==> config.mk <==
export PLATFORM = sky130hd
export DESIGN_NAME = bcd_to_bin_seq_flat
export DESIGN_NICKNAME = d
export VERILOG_FILES = /design/src/rtl/bcd_to_bin_seq_if.sv /design/src/rtl/bcd_to_bin_seq.sv /design/src/flat_wrapper.sv
export SDC_FILE = /design/constraint.sdc
export NUM_CORES = 1
export LEC_CHECK = 0
export CORE_MARGIN = 5
export CORE_UTILIZATION = 27
export DETAILED_ROUTE_END_ITERATION = 8
export SETUP_SLACK_MARGIN = 0.05
export SYNTH_ARGS = -nofsm -noshare
export SYNTH_HDL_FRONTEND = slang
export SYNTH_SLANG_ARGS = --single-unit
==> constraint.sdc <==
create_clock -name clk -period 3.1 [get_ports clk]
set_input_delay 0.62 -clock clk [delete_from_list [all_inputs] [get_ports clk]]
set_output_delay 0.62 -clock clk [all_outputs]
set_load 0.02 [all_outputs]
==> src/rtl/bcd_to_bin_seq_if.sv <==
// ----------------------------------------------------------------------------
// bcd_to_bin_seq_if
//   Handshake bundle between a BCD digit source, the bcd_to_bin_seq
//   converter and the consumer of its signed binary result.
//
//   Input side : in_valid, in_ready, bcd_in[4*NDIGITS-1:0]
//   Output side: out_valid, out_ready, binout[OUT_W-1:0], neg, err, ovf
//
//   master : the environment (drives requests, accepts results)
//   slave  : the converter
// ----------------------------------------------------------------------------
interface bcd_to_bin_seq_if #(
    parameter int NDIGITS = 4,
    parameter int OUT_W   = 11
) ();

    logic                   in_valid;
    logic                   in_ready;
    logic [4*NDIGITS-1:0]   bcd_in;
    logic                   out_valid;
    logic                   out_ready;
    logic [OUT_W-1:0]       binout;
    logic                   neg;
    logic                   err;
    logic                   ovf;

    modport master (
        output in_valid, bcd_in, out_ready,
        input  in_ready, out_valid, binout, neg, err, ovf
    );

    modport slave (
        input  in_valid, bcd_in, out_ready,
        output in_ready, out_valid, binout, neg, err, ovf
    );

endinterface

==> src/rtl/bcd_to_bin_seq.sv <==
// ----------------------------------------------------------------------------
// bcd_to_bin_seq
//   Sequential BCD-to-signed-binary converter. A packed word of NDIGITS
//   4-bit digit codes is folded one slot per clock, most significant first,
//   into an unsigned accumulator; the result is then saturated into a signed
//   OUT_W-bit value with negative / error / overflow flags.
//
//   Digit codes: 0x0-0x9 numeric, 0xE minus sign, 0xF blank (skipped),
//   0xA-0xD invalid.
//
//   Ports:
//     clk  - system clock, all state changes on the rising edge
//     rst  - synchronous active-high reset
//     bus  - slave side of bcd_to_bin_seq_if
//              in_valid/in_ready/bcd_in         : request handshake
//              out_valid/out_ready              : result handshake
//              binout/neg/err/ovf               : registered result
//
//   Latency: a word accepted at edge k yields out_valid after edge
//   k+NDIGITS+1.
// ----------------------------------------------------------------------------
module bcd_to_bin_seq #(
    parameter int NDIGITS = 4,
    parameter int OUT_W   = 11
) (
    input  logic                 clk,
    input  logic                 rst,
    bcd_to_bin_seq_if.slave      bus
);

    localparam int SW = 4 * NDIGITS;               // shift register width
    localparam int AW = 4 * NDIGITS + 1;           // accumulator width
    localparam int IW = $clog2(NDIGITS);           // slot index width
    localparam int CW = ((AW > OUT_W) ? AW : OUT_W) + 1;  // compare width

    localparam logic [CW-1:0]    POS_MAX = (CW'(1) << (OUT_W - 1)) - CW'(1);
    localparam logic [CW-1:0]    NEG_MAG = CW'(1) << (OUT_W - 1);
    localparam logic [OUT_W-1:0] POS_SAT = {1'b0, {(OUT_W-1){1'b1}}};
    localparam logic [OUT_W-1:0] NEG_SAT = {1'b1, {(OUT_W-1){1'b0}}};

    typedef enum logic [1:0] {
        IDLE = 2'd0,
        CONV = 2'd1,
        FIN  = 2'd2,
        DONE = 2'd3
    } state_t;

    state_t          state;
    state_t          state_nxt;

    logic [SW-1:0]   sreg;       // remaining digit slots, current one on top
    logic [AW-1:0]   acc;        // unsigned magnitude, cannot wrap (10 < 16)
    logic [IW-1:0]   idx;        // slot currently being folded
    logic [1:0]      scnt;       // sign codes seen, saturates at 2
    logic            bad;        // an invalid code was seen

    logic [3:0]      digit;
    logic [AW-1:0]   acc_mul;
    logic [CW-1:0]   acc_w;
    logic [OUT_W-1:0] neg_out;
    logic            is_err;
    logic            is_neg;

    assign digit   = sreg[SW-1 -: 4];
    assign acc_mul = (acc << 3) + (acc << 1) + AW'(digit);
    assign acc_w   = CW'(acc);
    assign neg_out = -acc_w[OUT_W-1:0];
    // scnt saturates at 2, so bit 1 means "two or more sign codes"
    assign is_err  = bad | scnt[1];
    assign is_neg  = (scnt == 2'd1);

    assign bus.in_ready = (state == IDLE);

    // ------------------------------------------------------------------
    // State register
    // ------------------------------------------------------------------
    always_ff @(posedge clk) begin
        // NOTE: sequential state uses non-blocking assignments so every
        // register samples the pre-edge values of the others.
        if (rst) state <= IDLE;
        else     state <= state_nxt;
    end

    // ------------------------------------------------------------------
    // Next-state logic
    // ------------------------------------------------------------------
    always_comb begin
        // NOTE: default first, so no path through the case leaves
        // state_nxt unassigned and infers a latch.
        state_nxt = state;
        case (state)
            IDLE: if (bus.in_valid)       state_nxt = CONV;
            CONV: if (idx == '0)          state_nxt = FIN;
            FIN:                          state_nxt = DONE;
            DONE: if (bus.out_ready)      state_nxt = IDLE;
            default:                      state_nxt = IDLE;
        endcase
    end

    // ------------------------------------------------------------------
    // Datapath and output registers
    // ------------------------------------------------------------------
    always_ff @(posedge clk) begin
        if (rst) begin
            sreg          <= '0;
            acc           <= '0;
            idx           <= '0;
            scnt          <= '0;
            bad           <= 1'b0;
            bus.out_valid <= 1'b0;
            bus.binout    <= '0;
            bus.neg       <= 1'b0;
            bus.err       <= 1'b0;
            bus.ovf       <= 1'b0;
        end else begin
            case (state)
                IDLE: begin
                    if (bus.in_valid) begin
                        sreg <= bus.bcd_in;
                        acc  <= '0;
                        scnt <= '0;
                        bad  <= 1'b0;
                        idx  <= IW'(NDIGITS - 1);
                    end
                end

                CONV: begin
                    sreg <= {sreg[SW-5:0], 4'h0};
                    idx  <= idx - 1'b1;
                    if (digit <= 4'd9) begin
                        acc <= acc_mul;
                    end else if (digit == 4'hE) begin
                        if (scnt != 2'd2) scnt <= scnt + 2'd1;
                    end else if (digit != 4'hF) begin
                        bad <= 1'b1;
                    end
                end

                FIN: begin
                    bus.out_valid <= 1'b1;
                    if (is_err) begin
                        bus.err    <= 1'b1;
                        bus.neg    <= 1'b0;
                        bus.ovf    <= 1'b0;
                        bus.binout <= '0;
                    end else begin
                        bus.err <= 1'b0;
                        bus.neg <= is_neg;
                        // The negative range is one wider than the positive.
                        if (is_neg) begin
                            bus.ovf    <= (acc_w > NEG_MAG);
                            bus.binout <= (acc_w > NEG_MAG) ? NEG_SAT : neg_out;
                        end else begin
                            bus.ovf    <= (acc_w > POS_MAX);
                            bus.binout <= (acc_w > POS_MAX) ? POS_SAT
                                                            : acc_w[OUT_W-1:0];
                        end
                    end
                end

                DONE: begin
                    if (bus.out_ready) bus.out_valid <= 1'b0;
                end

                default: ;
            endcase
        end
    end

endmodule

==> src/flat_wrapper.sv <==
// flat-port wrapper written by rule: the top's interface ports become plain ports
module bcd_to_bin_seq_flat 
#(
    parameter int NDIGITS = 4,
    parameter int OUT_W   = 11
)
  (clk, rst, bus_in_valid, bus_bcd_in, bus_out_ready, bus_in_ready, bus_out_valid, bus_binout, bus_neg, bus_err, bus_ovf);
  bcd_to_bin_seq_if #(.NDIGITS(NDIGITS), .OUT_W(OUT_W)) bus_i ();
  input  logic clk;
  input  logic rst;
  input wire logic [$bits(bus_i.in_valid)-1:0] bus_in_valid;
  input wire logic [$bits(bus_i.bcd_in)-1:0] bus_bcd_in;
  input wire logic [$bits(bus_i.out_ready)-1:0] bus_out_ready;
  output wire logic [$bits(bus_i.in_ready)-1:0] bus_in_ready;
  output wire logic [$bits(bus_i.out_valid)-1:0] bus_out_valid;
  output wire logic [$bits(bus_i.binout)-1:0] bus_binout;
  output wire logic [$bits(bus_i.neg)-1:0] bus_neg;
  output wire logic [$bits(bus_i.err)-1:0] bus_err;
  output wire logic [$bits(bus_i.ovf)-1:0] bus_ovf;
  assign bus_i.in_valid = bus_in_valid;
  assign bus_i.bcd_in = bus_bcd_in;
  assign bus_i.out_ready = bus_out_ready;
  assign bus_in_ready = bus_i.in_ready;
  assign bus_out_valid = bus_i.out_valid;
  assign bus_binout = bus_i.binout;
  assign bus_neg = bus_i.neg;
  assign bus_err = bus_i.err;
  assign bus_ovf = bus_i.ovf;
  bcd_to_bin_seq #(.NDIGITS(NDIGITS), .OUT_W(OUT_W)) u_core (.clk(clk), .rst(rst), .bus(bus_i));
endmodule
==> results by group, run 1 <==
Drt
  – Post-Route WL: 8751 um
  – Via count: 3,146
  – Drt pass-1 iters: 4
  – Drt via density: 5.034
  – Starting DRT DRC Count: 177
  – Wl on met1: 4402 um
  – DR WL met2: 3932 um
  – DR WL met3: 287 um
  – DRC: 0
  – Routed WL per cell: 14.00 um
  – Antenna Nets Post-Route: 0
  – Highest Signal Layer: met4

STA
  – Setup ws final: 0.3202 ns
  – Worst slew pin tran: 0.5292 ns
  – Clock Skews: 0.006924 ns
  – Slew margin rel.: 64.59%
  – Tcrit/Tclk final: 89.67%
  – Crit path time final: 2.780 ns
  – Final Slew Violations: 0
  – Final setup viols: 0
  – Peak Freq: 359.7 MHz
  – Final hold slack: 0.4633 ns
  – Setup TNS: 0 ns
  – RSZ-0062 raised after global routing: no
  – Final Hold Fails: 0

Clock tree
  – Htree depth: 2
  – CTS tree: yes
  – Setup bufs post-CTS: 0
  – Clk slew on worst S/H paths: 0.07 ns
  – CTS sink cnt: 55
  – Post-cts resize count: 0
  – CTS Hold Bufs: 0
  – Clock latency on the worst-skew pair: 0.29 ns
  – CTS Buf Count: 5
  – Clock buffer depth: 2
  – CTS Root Cell: clkbuf_16

Worst setup path
  – Worst Path Arrival: 2.97 ns
  – FF-to-FF Start: u_core.acc[0]
  – RR Endpoint: u_core.acc[14]
  – CP startpoint kind: register
  – Reg2reg path depth: 9
  – Crit-path max FO: 4
  – Worst endpoint required time: 3.29 ns
  – CP Class: reg -> reg
  – Flop-to-flop setup slack: 0.32 ns
  – Critical Path Sink Type: register

Logic synthesis
  – Cells after Synth: 418
  – Mapped cell area: 0.003548 mm^2
  – Top FF cell, synth: dfxtp_1
  – EDFF count, synth: 0
  – Post-synth cell types: 60
  – Post-synth ARST share: 0%
  – Net count after synthesis: 477
  – Sequential share of the synthesized area: 31.03%
  – Ys Warns: 0
  – Yosys reg bits: 55
  – Avg Inst Size Synth: 8.489 um^2

Die
  – Starting density of the core: 27.78%
  – Row Count: 41
  – Ports: 36
  – Die width: 124.6 um
  – Die area: 0.01554 mm^2
  – Die extent in y: 124.6 um
  – CORE AREA: 0.01277 mm^2

Finish
  – Commonest non-fill, non-tap cell in the layout: dfxtp_1
  – Non-Filler Instances: 625
  – P&R area growth vs syn: 19.75%
  – Layout cell share with drive strength beyond 1: 7.285%
  – FILL cells: 1,314
  – Most frequent cells in the layout: 55 x dfxtp_1, 51 x nor2_1, 37 x ha_1
  – Antenna fix cells: 0
  – Post-route cell area: 0.004249 mm^2
  – Nets: 511
  – Final core utilization: 33.26%

GRT
  – Vias in the first global route: 3,042
  – Pin count of the biggest net entering global routing: 33
  – Initial antenna violation count: 0
  – GRT Util Overall: 11.42%
  – Gr ovfl total: 0
  – First-pass GRT wire length: 15,020 um

Run status
  – Status: completed

Placement
  – Post-place instance area: 0.004108 mm^2
  – Port bufs: 35
  – RD Place Congestion: 0.8858
  – HPWL Detailed: 6750 um
  – Pre-CTS setup slack: 0.3313 ns
  – Placed cells: 617

Run
  – Max_cap viols: 0

Hold path
  – Sink of the worst hold path: u_core.acc[16]
  – HP Start: u_core.acc[16]
  – Worst hold path class: reg -> reg
  – Hold path depth: 2

Pwr
  – Leak: 1.710 nW
  – Power Density: 603.4 mW/mm^2
  – Overall power: 2.564 mW
  – VDD IR-drop max: 307.6 uV
-- kinds of logic (layout without fill, tap and decap cells) --
| group | Yosys count | after routing | share of synthesized area [%] |
|---|---|---|---|
| compound gates | 122 | 122 | 24.22 |
| xor+xnor | 15 | 15 | 3.702 |
| fa+ha+maj | 39 | 39 | 14.17 |
| buf+inv | 39 | 74 | 4.266 |
| flops | 55 | 55 | 31.03 |
| mux | 15 | 15 | 4.302 |
| simple gates | 133 | 133 | 18.30 |
-- critical path, stage by stage (launching register included) --
cell and delay (ns):
dfxtp_1 0.33, inv_1 0.08, fa_1 0.53, inv_1 0.06
fa_1 0.48, a211oi_1 0.32, o21ai_1 0.21, a31oi_1 0.28
a21oi_1 0.11, mux2_2 0.28
-- report_power, final --
group | switching, mW | internal (mW) | total [mW] | leakage [nW]
combinational | 0.641 | 0.422 | 1.06 | 1.20
clock | 0.260 | 0.299 | 0.559 | 0.0669
sequential | 0.103 | 0.839 | 0.942 | 0.448
total | 1.00 | 1.56 | 2.56 | 1.71
-- per-layer routing --
| layer | global-route usage, % | up-vias |
|---|---|---|
| met1 | 15.68 | 1473 |
| met2 | 18.10 | 47 |
| li1 | - | 1617 |
| met4 | 3.482 | 0 |
| met3 | 2.187 | 9 |
| met5 | 0 | - |
-- worst max path at each step --
stage	start	slack (ns)	cells after the start	end
global route	u_core.acc[0]	0.13	9	u_core.acc[14]
detailed placement	u_core.acc[0]	0.33	9	u_core.acc[14]
floorplan	u_core.acc[2]	0.36	9	u_core.acc[14]
global placement	u_core.acc[0]	0.37	9	u_core.acc[14]
CTS	u_core.acc[0]	0.31	9	u_core.acc[14]
finish	u_core.acc[0]	0.32	9	u_core.acc[14]
-- final cells by class --
cell class / count / area, um^2 / share of cell area [%]
clock inverter: 2 / 12.51 / 0.2945
tap: 172 / 215.2 / 5.065
sequential: 55 / 1101 / 25.91
timing repair buffer: 44 / 412.9 / 9.717
inverter: 22 / 82.58 / 1.943
clock buffer: 6 / 128.9 / 3.033
multi-input combinational: 324 / 2296 / 54.03
-- synth_stat cells (5+ instances only) --
master	instances	area (um^2)
inv_1	20	75.07
clkbuf_1	10	37.54
a21oi_1	32	160.2
o31ai_1	5	37.54
dfxtp_1	55	1101
nand2_1	29	108.9
a211oi_1	20	150.1
xor2_1	5	43.79
mux2i_1	13	130.1
xnor2_1	10	87.58
nand3_1	14	70.07
o21ai_0	10	50.05
a21o_1	6	45.04
a22oi_1	9	67.56
nand4_1	5	31.28
a32o_1	5	50.05
nand2b_1	6	37.54
ha_1	37	462.9
nor2_1	51	191.4
a31oi_1	5	31.28
-- state kept, by name, summed over array words and instances, names as in the netlist --
| name | count |
|---|---|
| u_core.idx | 2 |
| u_core.bus.neg | 1 |
| u_core.state | 2 |
| u_core.bus.ovf | 1 |
| u_core.bus.out_valid | 1 |
| u_core.acc | 17 |
| u_core.sreg | 16 |
| u_core.bus.binout | 11 |
| u_core.bad | 1 |
| u_core.scnt | 2 |
| u_core.bus.err | 1 |
Note: power is estimated with default switching activity, not from simulation.
==> run 2, diff against run 1 <==
--- a/config.mk
+++ b/config.mk
@@ -7,7 +7,9 @@
 export LEC_CHECK = 0
 export CORE_MARGIN = 5
 export CORE_UTILIZATION = 27
+export CTS_CLUSTER_SIZE = 28
 export DETAILED_ROUTE_END_ITERATION = 8
+export PLACE_DENSITY = 0.43
 export SETUP_SLACK_MARGIN = 0.05
 export SYNTH_ARGS = -nofsm -noshare
 export SYNTH_HDL_FRONTEND = slang
==> constraint.sdc (replaced) <==
create_clock -name clk -period 3.1 [get_ports clk]
set_input_delay 0.62 -clock clk [delete_from_list [all_inputs] [get_ports clk]]
set_output_delay 0.62 -clock clk [all_outputs]
set_load 0.01 [all_outputs]
==> results by group, run 2 (same netlist as run 1, synthesis figures left out) <==
Finish
  – Nets: 511 (unchanged)
  – Most frequent cells in the layout: 55 x dfxtp_1, 51 x nor2_1, 37 x ha_1
  – P&R area growth vs syn: 20.13%
  – FILL cells: 1,354 (+3.0%)
  – Max reg flops: 17 (unchanged)
  – Largest regs: u_core.acc x17, u_core.sreg x16, u_core.bus.binout x11
  – Layout cell share with drive strength beyond 1: 7.506% (+0.22 points)
  – Antenna fix cells: 0 (unchanged)
  – Commonest non-fill, non-tap cell in the layout: dfxtp_1
  – Seq. cell area: 0.001101 mm^2 (unchanged)
  – Area occupied by multi-input gates: 0.002296 mm^2 (unchanged)
  – Register with the most flip-flops: u_core.acc

Drt
  – Drt via density: 5.016 (-0.35%)
  – DRC: 0 (unchanged)
  – Antenna Nets Post-Route: 0 (unchanged)
  – Routed WL per cell: 14.97 um (+6.9%)
  – Starting DRT DRC Count: 183 (+3.4%)
  – Post-Route WL: 9356 um (+6.9%)
  – Drt pass-1 iters: 4 (unchanged)
  – Via count: 3,135 (-0.35%)

Run
  – Max_cap viols: 0 (unchanged)

Placement
  – Port bufs: 35 (unchanged)
  – RD Place Congestion: 0.7968 (-10%)
  – HPWL Detailed: 7236 um (+7.2%)
  – Pre-CTS setup slack: 0.2763 ns (-0.05505 ns)

Hold path
  – Sink of the worst hold path: u_core.acc[16]
  – HP Start: u_core.acc[16]
  – Hold path depth: 2 (unchanged)
  – Worst hold path class: reg -> reg

Run status
  – Status: completed

Die
  – Die extent in y: 124.6 um (unchanged)
  – CORE AREA: 0.01277 mm^2 (unchanged)
  – Ports: 36 (unchanged)
  – Starting density of the core: 27.78% (unchanged)
  – Die area: 0.01554 mm^2 (unchanged)
  – Die width: 124.6 um (unchanged)
  – Row Count: 41 (unchanged)

Worst setup path
  – Reg2reg path depth: 9 (unchanged)
  – Critical Path Sink Type: register
  – FF-to-FF Start: u_core.acc[0]
  – CP Class: reg -> reg
  – Worst endpoint required time: 3.30 ns (about the same)
  – CP startpoint kind: register
  – Cells along the critical path: inv_1 > fa_1 > inv_1 > fa_1 > a211oi_1 > o21ai_1 > a31oi_1 > a21oi_1 > mux2_2
  – Worst Path Arrival: 3.03 ns (+0.06 ns)
  – Max incr delay on CP: 0.54 ns (about the same)
  – RR Endpoint: u_core.acc[14]
  – Flop-to-flop setup slack: 0.26 ns (-0.06 ns)
  – Slowest CP cell: fa_1
  – Crit-path max FO: 4 (unchanged)

Pwr
  – Leak: 1.716 nW (+0.32%)
  – Power Density: 615.5 mW/mm^2 (+2.0%)
  – VDD IR-drop max: 305.9 uV (-0.54%)
  – Overall power: 2.624 mW (+2.3%)

STA
  – RSZ-0062 raised after global routing: no
  – Final hold slack: 0.4623 ns (-0.0009750 ns)
  – Setup TNS: 0 ns (unchanged)
  – Final setup viols: 0 (unchanged)
  – Worst slew pin tran: 0.4976 ns (-0.03161 ns)
  – Clock Skews: 0.005600 ns (-0.001324 ns)
  – Slew margin rel.: 66.70% (+2.1 points)
  – Peak Freq: 352.7 MHz (-2.0%)
  – Crit path time final: 2.835 ns (+0.05557 ns)
  – Tcrit/Tclk final: 91.46% (+1.8 points)
  – Final Hold Fails: 0 (unchanged)
  – Final Slew Violations: 0 (unchanged)
  – Setup ws final: 0.2647 ns (-0.05557 ns)

Clock tree
  – Htree depth: 2 (unchanged)
  – Clk slew on worst S/H paths: 0.08 ns (about the same)
  – Setup bufs post-CTS: 0 (unchanged)
  – Post-cts resize count: 0 (unchanged)
  – CTS Buf Count: 5 (unchanged)
  – Clock latency on the worst-skew pair: 0.30 ns (about the same)
  – CTS sink cnt: 55 (unchanged)
  – CTS tree: yes
  – CTS Root Cell: clkbuf_16
  – CTS Hold Bufs: 0 (unchanged)
  – Clock buffer depth: 2 (unchanged)

GRT
  – Initial antenna violation count: 0 (unchanged)
  – GRT Util Overall: 12.32% (+0.89 points)
  – First-pass GRT wire length: 15,790 um (+5.1%)
  – Pin count of the biggest net entering global routing: 35 (+6.1%)
  – Gr ovfl total: 0 (unchanged)
  – Vias in the first global route: 3,123 (+2.7%)
-- run 2: changes by cell type in the layout (fill, tap and decap cells not counted) --
| cell | before | now |
|---|---|---|
| clkinv_4 | 0 | 1 |
| clkbuf_8 | 0 | 1 |
| clkbuf_1 | 1 | 0 |
| clkinv_2 | 1 | 0 |
-- run 2: worst max path at each step --
| stage | from | end | slack, ns | cells past startpoint |
|---|---|---|---|---|
| 2_1_floorplan | u_core.acc[2] | u_core.acc[14] | 0.36 | 9 |
| 3_3_place_gp | u_core.acc[0] | u_core.acc[14] | 0.35 | 9 |
| 3_5_place_dp | u_core.acc[0] | u_core.acc[14] | 0.28 | 9 |
| 4_1_cts | u_core.acc[0] | u_core.acc[14] | 0.25 | 9 |
| 5_1_grt | u_core.acc[0] | u_core.acc[14] | 0.06 | 9 |
| 6_report | u_core.acc[0] | u_core.acc[14] | 0.26 | 9 |
-- run 2: critical path: cells and delay by family, from the launching register on --
family	cells	cell delay [ns]
AO/OA/AOI/OAI	4	0.96
multiplexers	1	0.28
flip-flops	1	0.33
adder cells (fa/ha/maj)	2	1.02
buffers and inverters	2	0.15
-- run 2: cell type report --
type	instances	area share (%)
clock buffers	6	3.258
clock inverters	2	0.3816
inverters	22	1.937
multi-input cells	324	53.86
flip-flops and latches	55	25.83
well taps	172	5.048
repair buffers	44	9.686
-- run 2: report_power, final --
part | switching, mW | internal, mW
Clock | 0.285 | 0.324
Sequential | 0.101 | 0.839
Combinational | 0.640 | 0.435
-- run 2: metrics by stage --
stage	util [%]	cell area [um^2]	std cells
floorplan	-	3548	418
global placement	32.16	4108	617
detailed placement	32.16	4108	617
CTS	33.37	4263	625
global route	33.37	4263	625
finish	33.37	4263	625
-- run 2: metal layers --
metal  GRT usage (%)  share of wire, %  up-vias
met5               0                 0        -
met4           3.482               1.2        0
met3           2.316               3.0        6
met2           20.10                45       47
met1           16.57                51     1470
li1                -                 -     1612
==> run 3, diff against run 2 <==
--- a/config.mk
+++ b/config.mk
@@ -5,12 +5,13 @@
 export SDC_FILE = /design/constraint.sdc
 export NUM_CORES = 1
 export LEC_CHECK = 0
-export CORE_MARGIN = 5
 export CORE_UTILIZATION = 27
 export CTS_CLUSTER_SIZE = 28
 export DETAILED_ROUTE_END_ITERATION = 8
+export GPL_TIMING_DRIVEN = 0
 export PLACE_DENSITY = 0.43
 export SETUP_SLACK_MARGIN = 0.05
 export SYNTH_ARGS = -nofsm -noshare
 export SYNTH_HDL_FRONTEND = slang
 export SYNTH_SLANG_ARGS = --single-unit
+export TNS_END_PERCENT = 5
==> results by group, run 3 (same netlist as run 1, synthesis figures left out) <==
Pwr
  – VDD IR-drop max: 316.4 uV (+3.4%)
  – Internal power: 1.541 mW (-3.6%)
  – Combinational share of power: 41.4% (+0.4 points)
  – Leak: 1.699 nW (-0.99%)
  – Power Density: 602.5 mW/mm^2 (-2.1%)
  – Clk network pwr share: 21.6% (-1.6 points)
  – Net Sw Frac: 39.92% (+0.84 points)
  – Flop pwr share: 37.1% (+1.3 points)
  – Sw power: 1.024 mW (-0.11%)

Finish
  – Final core utilization: 33.47% (+0.095 points)
  – Post-route cell area: 0.004258 mm^2 (-0.12%)
  – Area occupied by multi-input gates: 0.002311 mm^2 (+0.65%)
  – Register with the most flip-flops: u_core.acc
  – P&R area growth vs syn: 19.99%
  – Most frequent cells in the layout: 53 x dfxtp_1, 51 x nor2_1, 37 x ha_1
  – Largest regs: u_core.acc x17, u_core.sreg x16, u_core.bus.binout x11
  – Commonest non-fill, non-tap cell in the layout: dfxtp_1
  – Antenna fix cells: 0 (unchanged)
  – Layout cell share with drive strength beyond 1: 6.754% (-0.75 points)
  – Nets: 519 (+1.6%)
  – Seq. cell area: 0.001104 mm^2 (+0.23%)
  – FILL cells: 1,388 (+2.5%)
  – Max reg flops: 17 (unchanged)

Clock tree
  – CTS tree: yes
  – Clk slew on worst S/H paths: 0.07 ns (about the same)
  – Htree depth: 2 (unchanged)
  – CTS sink cnt: 55 (unchanged)
  – CTS Root Cell: clkbuf_16
  – Clock buffer depth: 2 (unchanged)
  – Clock latency on the worst-skew pair: 0.30 ns (about the same)
  – CTS Buf Count: 5 (unchanged)

Die
  – Row Count: 41 (unchanged)
  – CORE AREA: 0.01272 mm^2 (-0.40%)
  – Die extent in y: 116.6 um (-6.4%)
  – Starting density of the core: 27.89% (+0.11 points)
  – Die area: 0.01360 mm^2 (-12%)
  – Die width: 116.6 um (-6.4%)
  – Ports: 36 (unchanged)

Worst setup path
  – Critical Path Sink Type: register
  – Reg2reg path depth: 9 (unchanged)
  – Worst endpoint required time: 3.29 ns (about the same)
  – CP startpoint kind: register
  – Crit-path max FO: 8 (+4)
  – CP Class: reg -> reg
  – Worst Path Arrival: 3.04 ns (about the same)

STA
  – Final setup viols: 0 (unchanged)
  – Setup TNS: 0 ns (unchanged)
  – Crit path time final: 2.843 ns (+0.008107 ns)
  – RSZ-0062 raised after global routing: no
  – Final Slew Violations: 0 (unchanged)
  – Setup ws final: 0.2566 ns (-0.008107 ns)
  – Final hold slack: 0.4602 ns (-0.002161 ns)
  – Tcrit/Tclk final: 91.72% (+0.26 points)
  – Slew margin rel.: 61.21% (-5.5 points)
  – Peak Freq: 351.7 MHz (-0.29%)
  – Final Hold Fails: 0 (unchanged)
  – Clock Skews: 0.006759 ns (+0.001159 ns)
  – Worst slew pin tran: 0.5818 ns (+0.08424 ns)

GRT
  – Vias in the first global route: 3,084 (-1.2%)
  – Gr ovfl total: 0 (unchanged)
  – Pin count of the biggest net entering global routing: 15 (-57%)
  – First-pass GRT wire length: 15,760 um (-0.22%)
  – GRT Util Overall: 15.12% (+2.8 points)
  – Initial antenna violation count: 0 (unchanged)

Drt
  – DRC: 0 (unchanged)
  – Post-Route WL: 9565 um (+2.2%)
  – Drt pass-1 iters: 4 (unchanged)
  – Routed WL per cell: 15.16 um (+1.3%)
  – Via count: 3,170 (+1.1%)
  – Antenna Nets Post-Route: 0 (unchanged)
  – Starting DRT DRC Count: 160 (-13%)
  – Drt via density: 5.024 (+0.15%)

Placement
  – Pre-CTS setup slack: -0.1194 ns (-0.3956 ns)
  – Port bufs: 34 (-2.9%)
  – Post-place instance area: 0.004104 mm^2 (about the same)
  – RD Place Congestion: 0.7620 (-4.4%)
  – HPWL Detailed: 7412 um (+2.4%)

Hold path
  – Worst hold path class: reg -> reg
  – Hold path depth: 2 (unchanged)

Run
  – Max_cap viols: 0 (unchanged)

Run status
  – Status: completed
## run 3: changes by cell type in the layout (fill, tap and decap cells not counted), sizes merged
cell	previous run	this run
clkbuf	6	17
buf	10	7
clkinv	2	1
clkinvlp	1	0
## run 3: worst max-delay path, cell delays in order (launching register included)
cell      delay, ns
dfxtp_2        0.43
inv_1          0.12
fa_1           0.54
inv_1          0.07
fa_1           0.50
a211oi_2       0.28
o21ai_2        0.15
a31oi_2        0.25
a21oi_1        0.13
mux2_2         0.27
## run 3: area by class of cell
| class | count | area share, % |
|---|---|---|
| sequential | 55 | 25.92 |
| inverter | 22 | 1.939 |
| multi-input combinational | 324 | 54.28 |
| clock buffer | 6 | 3.027 |
| timing repair buffer | 35 | 8.169 |
| tap | 172 | 5.054 |
| buffer | 17 | 1.616 |
## run 3: what timing repair did
| action | CTS | global route |
|---|---|---|
| resized for setup | 3 | 2 |
| endpoints found under the setup margin | 2 | 3 |
| hold buffers | 0 | 0 |
| buffers inserted | 0 | 1 |
| pin swaps | 0 | 2 |
| endpoints found under the hold margin | 0 | 0 |
## run 3: worst paths after layout
check / to / slack (ns) / from
hold / removal: u_core.acc[16] / 0.46 / u_core.acc[16]
hold reg to reg: u_core.acc[16] / 0.46 / u_core.acc[16]
setup reg to reg: u_core.acc[14] / 0.26 / u_core.acc[0]
setup / recovery: u_core.acc[14] / 0.26 / u_core.acc[0]
## run 3: per-stage QoR
step	power (mW)	std cells
floorplan	1.707	418
global placement	2.017	624
detailed placement	2.031	624
CTS	2.599	630
global route	2.772	631
finish	2.565	631
## run 3: metal layers
metal  routed length (um)  global-route usage [%]
met1                 4719                   19.98
met3                  270                   2.543
met5                    0                       0
met2                 4482                   25.29
met4                   93                   4.304
## run 3: power groups by stage
stage / clock, mW / combinational (mW) / sequential (mW)
after floorplan: 0 / 0.768 / 0.939
after global placement: 0 / 1.05 / 0.964
after detailed placement: 0 / 1.06 / 0.969
after CTS: 0.577 / 1.07 / 0.953
after global routing: 0.603 / 1.20 / 0.971
final: 0.553 / 1.06 / 0.951
